===== config.mk =====
export PLATFORM = sky130hd
export DESIGN_NAME = spi_slave_if
export DESIGN_NICKNAME = d
export VERILOG_FILES = /design/src/rtl/spi_slave_if.sv
export SDC_FILE = /design/constraint.sdc
export NUM_CORES = 1
export LEC_CHECK = 0
export ABC_AREA = 1
export BUFFER_PORTS_ARGS = -buffer_cell sky130_fd_sc_hd__buf_2
export CELL_PAD_IN_SITES_DETAIL_PLACEMENT = 1
export CELL_PAD_IN_SITES_GLOBAL_PLACEMENT = 1
export CORE_ASPECT_RATIO = 0.6
export CORE_MARGIN = 2
export CORE_UTILIZATION = 34
export CTS_BUF_LIST = sky130_fd_sc_hd__clkbuf_2
export CTS_CLUSTER_DIAMETER = 150
export CTS_CLUSTER_SIZE = 28
export DETAILED_ROUTE_END_ITERATION = 16
export PLACE_DENSITY = 0.74
export REMOVE_ABC_BUFFERS = 1
export SLEW_MARGIN = 20
export SYNTH_ARGS = -nofsm -noshare
export SYNTH_HDL_FRONTEND = slang
export SYNTH_SLANG_ARGS = --single-unit

===== constraint.sdc =====
create_clock -name clk -period 2.77 [get_ports clk]
set_input_delay 0 -clock clk [delete_from_list [all_inputs] [get_ports clk]]
set_output_delay 0 -clock clk [all_outputs]
set_load 0.01 [all_outputs]

===== src/rtl/spi_slave_if.sv =====
// SPI slave front end for the SPI RAM subsystem.
// Assembles 10-bit MOSI command frames into parallel words for the RAM and
// shifts the RAM's read data back out on MISO, MSB first.
module spi_slave_if #(
    parameter int CMD_WIDTH  = 10,
    parameter int DATA_WIDTH = 8
) (
    input  logic                  clk,
    input  logic                  rst_n,
    input  logic                  ss_n,
    input  logic                  MOSI,
    output logic                  MISO,
    output logic [CMD_WIDTH-1:0]  rx_data,
    output logic                  rx_valid,
    input  logic [DATA_WIDTH-1:0] tx_data,
    input  logic                  tx_valid
);

    localparam int BCNT_W = $clog2(CMD_WIDTH);
    localparam int TCNT_W = $clog2(DATA_WIDTH);

    // bit_cnt counts payload edges after the opcode MSB; LAST_BIT is the
    // edge sampling frame bit 0, RX_DONE marks a completed frame.
    localparam logic [BCNT_W-1:0] LAST_BIT = BCNT_W'(CMD_WIDTH - 2);
    localparam logic [BCNT_W-1:0] RX_DONE  = BCNT_W'(CMD_WIDTH - 1);
    localparam logic [TCNT_W-1:0] TX_REST  = TCNT_W'(DATA_WIDTH - 1);

    typedef enum logic [2:0] {
        IDLE      = 3'd0,
        CHK_CMD   = 3'd1,
        WRITE     = 3'd2,
        READ_ADD  = 3'd3,
        READ_DATA = 3'd4
    } state_t;

    state_t                  state;
    logic [BCNT_W-1:0]       bit_cnt;
    logic [CMD_WIDTH-2:0]    shift;
    logic                    rd_addr_pending;
    logic [DATA_WIDTH-1:0]   tx_shift;
    logic [TCNT_W-1:0]       tx_rem;
    logic                    tx_started;

    // Frame FSM: receive, decode, strobe the RAM and serialise read data.
    always_ff @(posedge clk or negedge rst_n) begin
        if (!rst_n) begin
            state           <= IDLE;
            bit_cnt         <= '0;
            shift           <= '0;
            rd_addr_pending <= 1'b0;
            tx_shift        <= '0;
            tx_rem          <= '0;
            tx_started      <= 1'b0;
            MISO            <= 1'b0;
            rx_data         <= '0;
            rx_valid        <= 1'b0;
        end else begin
            rx_valid <= 1'b0;
            MISO     <= 1'b0;
            if (state != IDLE && ss_n) begin
                state      <= IDLE;
                bit_cnt    <= '0;
                shift      <= '0;
                tx_shift   <= '0;
                tx_rem     <= '0;
                tx_started <= 1'b0;
            end else begin
                case (state)
                    IDLE: begin
                        if (!ss_n) state <= CHK_CMD;
                    end
                    CHK_CMD: begin
                        shift <= {shift[CMD_WIDTH-3:0], MOSI};
                        if (!MOSI)                state <= WRITE;
                        else if (rd_addr_pending) state <= READ_DATA;
                        else                      state <= READ_ADD;
                    end
                    WRITE, READ_ADD, READ_DATA: begin
                        if (bit_cnt != RX_DONE) begin
                            shift   <= {shift[CMD_WIDTH-3:0], MOSI};
                            bit_cnt <= bit_cnt + 1'b1;
                            if (bit_cnt == LAST_BIT) begin
                                rx_data  <= {shift, MOSI};
                                rx_valid <= 1'b1;
                                if (state == READ_ADD)  rd_addr_pending <= 1'b1;
                                if (state == READ_DATA) rd_addr_pending <= 1'b0;
                            end
                        end else if (state == READ_DATA) begin
                            // Only the first tx_valid after the strobe is taken;
                            // once started, MISO drains the byte then idles at 0.
                            if (!tx_started) begin
                                if (tx_valid) begin
                                    tx_started <= 1'b1;
                                    MISO       <= tx_data[DATA_WIDTH-1];
                                    tx_shift   <= {tx_data[DATA_WIDTH-2:0], 1'b0};
                                    tx_rem     <= TX_REST;
                                end
                            end else if (tx_rem != '0) begin
                                MISO     <= tx_shift[DATA_WIDTH-1];
                                tx_shift <= {tx_shift[DATA_WIDTH-2:0], 1'b0};
                                tx_rem   <= tx_rem - 1'b1;
                            end
                        end
                    end
                    default: state <= IDLE;
                endcase
            end
        end
    end

endmodule


==> metrics.txt <==
gr ovfl total=0; 1st-iter DRT viols=85; placed instance area=2300 um2; worst vdd ir=0.280 mV; Worst Setup End Kind=flip-flop; DR vias/cell=4.64; setup ws final=758 ps; CP max FO=20; Synth Instances=273; total power=2.06 mW; routability-driven placement congestion ratio=0.804; clock group share of total power=0.177; Vias=1,833; Post-synth EDFFs=0; unrepaired setup endpoints after global routing=false; dpl cells=374; Slew HR=0.397; # DRC=0; Setup-failing EPs final=0; Initial Util=0.350; nets=328; vias in the first global route=1,848; Non-Filler Instances=395; Flop pwr share=0.440; max-slew violation count=0; adder and majority cell fraction of the synthesized area=0.0294; Hold-fix buffers, CTS=13; TritonCTS clock tree=done; Worst Setup Path Type=reg -> reg; die width=106 um; R2R setup slack=760 ps; design area=2500 um2; Synth Area in Compound Gates=0.0858; Leak Pwr=1.34 nW; Fin Hold WS=209 ps; first-pass GRT wire length=9020 um; HPWL Detailed=3690 um; worst path required time=3090 ps; final hold violations=0; Crit Reg-Reg Endpoint=rx_data[5]$_DFFE_PN0P_; mapped cell area=2130 um2; status=completed; wire length per cell=13.3 um; H-tree depth=2; Sw Share=0.415; FP Rows=22; Post-CTS Setup Bufs=0; pre-CTS setup slack=770 ps; xor/xnor share of the synthesized area=0.00823; Core ar.=6080 um2; Pint=1.21 mW; Num CTS Buffers=5; commonest non-fill, non-tap cell in the layout=nand2_1; clk sinks=40; R2R depth=5; crit path capture=rx_data[5]$_DFFE_PN0P_; setup_tns=0 ps; Clock transition at path regs=230 ps; post-synthesis mux area share=0; pwr dens=826 nW/um2; fin crit period=2010 ps; initial antenna violation count=0; Die Height=65.3 um; maxcap violations=0; f_max=497 MHz; post-synthesis sequential area ratio=0.470; post-synthesis to final-layout area growth=17.3%; Ports=25; Top FF cell, synth=dfrtp_1; Tightest Hold Check Type=in -> async; R2R Path Start=state[0]$_DFFE_PN0P_; sw power=0.856 mW; Synth Warn #=0; Clock Skew=29.7 ps; Skew-Pair Late Insertion Delay=420 ps; CP startpoint kind=flip-flop; Die ar.=6930 um2; GRT Overall Usage=0.169; Distinct cells, synth=28; largest net degree at the start of global routing=41; DR pass1 iterations=4; final worst-path cycle share=0.726; DRT antenna net count=0; FF+latch count, synth=40; Layout Utilization=0.411; Max clock buf depth=2; Crit. Startpoint=state[0]$_DFFE_PN0P_; CTS root buf=clkbuf_2; Async SR Flop Fraction=1.00; antenna cells=0; Post-Synth Simple-Gate Area=0.317; Logic pwr share=0.383; most frequent cells in the layout=nand2_1 (89), dfrtp_1 (40), inv_1 (35), nand3_1 (27), nor2_1 (25); Mapped Avg Cell Area=7.80 um2; Routed WL=5270 um; Critical Path AT=2330 ps; number of buffers added on ports=24; # fillers=753; worst-margin pin slew=905 ps; CTS resizes=0; layout cell share with drive strength beyond 1=0.148; largest family of logic cells by synthesized area=simple AND/OR/NAND/NOR gates
-- kinds of logic (layout without fill, tap and decap cells) --
logic type / count (synthesis) / after routing
adder cells (fa/ha/maj): 5 / 5
buffers and inverters: 44 / 82
AND/OR/NAND/NOR: 152 / 152
AO/OA/AOI/OAI: 30 / 30
XOR/XNOR: 2 / 2
flip-flops: 40 / 40
-- registers in the layout, indices dropped and copies added (netlist names) --
| signal | count |
|---|---|
| tx_rem | 3 |
| tx_shift | 7 |
| rx_valid | 1 |
| bit_cnt | 4 |
| rx_data | 10 |
| rd_addr_pending | 1 |
| state | 3 |
| shift | 9 |
| MISO | 1 |
| tx_started | 1 |
-- synth_stat cells (2+ instances only) --
cell type,n,area [um2]
dfrtp_1,40,1000
nor2_1,25,93.8
nand2_1,89,334
ha_1,5,62.6
buf_4,2,15.0
nand3_1,27,135
nand2_4,4,45.0
o21ai_0,20,100
xor2_1,2,17.5
inv_1,35,131
inv_2,2,7.51
nand3_2,2,20.0
a21oi_1,4,20.0
a21oi_4,2,32.5
-- routing by layer --
| metal | wire (um) | global-route usage | vias to the layer above |
|---|---|---|---|
| li1 | - | - | 924 |
| met1 | 2930 | 0.250 | 874 |
| met2 | 2090 | 0.248 | 27 |
| met3 | 204 | 0.0377 | 8 |
| met4 | 51 | 0.0444 | 0 |
| met5 | 0 | 0 | - |
-- worst max-delay path, stage by stage, from the launching register on --
cell and delay (ps):
dfrtp_1 490, nor2_4 240, nand2_4 110, nand2_4 180, nand3_1 530, o21ai_0 350
-- worst min-delay path by stage --
stage          startpoint                   end  slack [ps]  cells past startpoint
3_3_place_gp        rst_n        MISO$_DFF_PN0_         190                      1
5_1_grt             rst_n  shift[5]$_DFFE_PN0P_         260                      2
3_5_place_dp        rst_n        MISO$_DFF_PN0_         190                      1
2_1_floorplan       rst_n        MISO$_DFF_PN0_        -300                      0
6_report            rst_n        MISO$_DFF_PN0_         210                      2
4_1_cts             rst_n        MISO$_DFF_PN0_         250                      2
-- power by group through the flow --
stage / Sequential, mW / Clock [mW] / Combinational, mW
2_1_floorplan: 0.902 / 0 / 0.548
3_3_place_gp: 0.917 / 0 / 0.754
3_5_place_dp: 0.924 / 0 / 0.775
4_1_cts: 0.911 / 0.376 / 0.797
5_1_grt: 0.942 / 0.406 / 0.923
6_report: 0.908 / 0.366 / 0.789
-- cell type report --
cell class              count  area, um2  area share
clock inverters             2       35.0      0.0140
multi-input cells         189        938       0.376
flip-flops and latches     40       1000       0.401
inverters                  37        139      0.0556
well taps                  84        105      0.0421
clock buffers               6       30.0      0.0120
repair buffers             37        250       0.100
No activity file was read; power rests on OpenSTA's default activity.
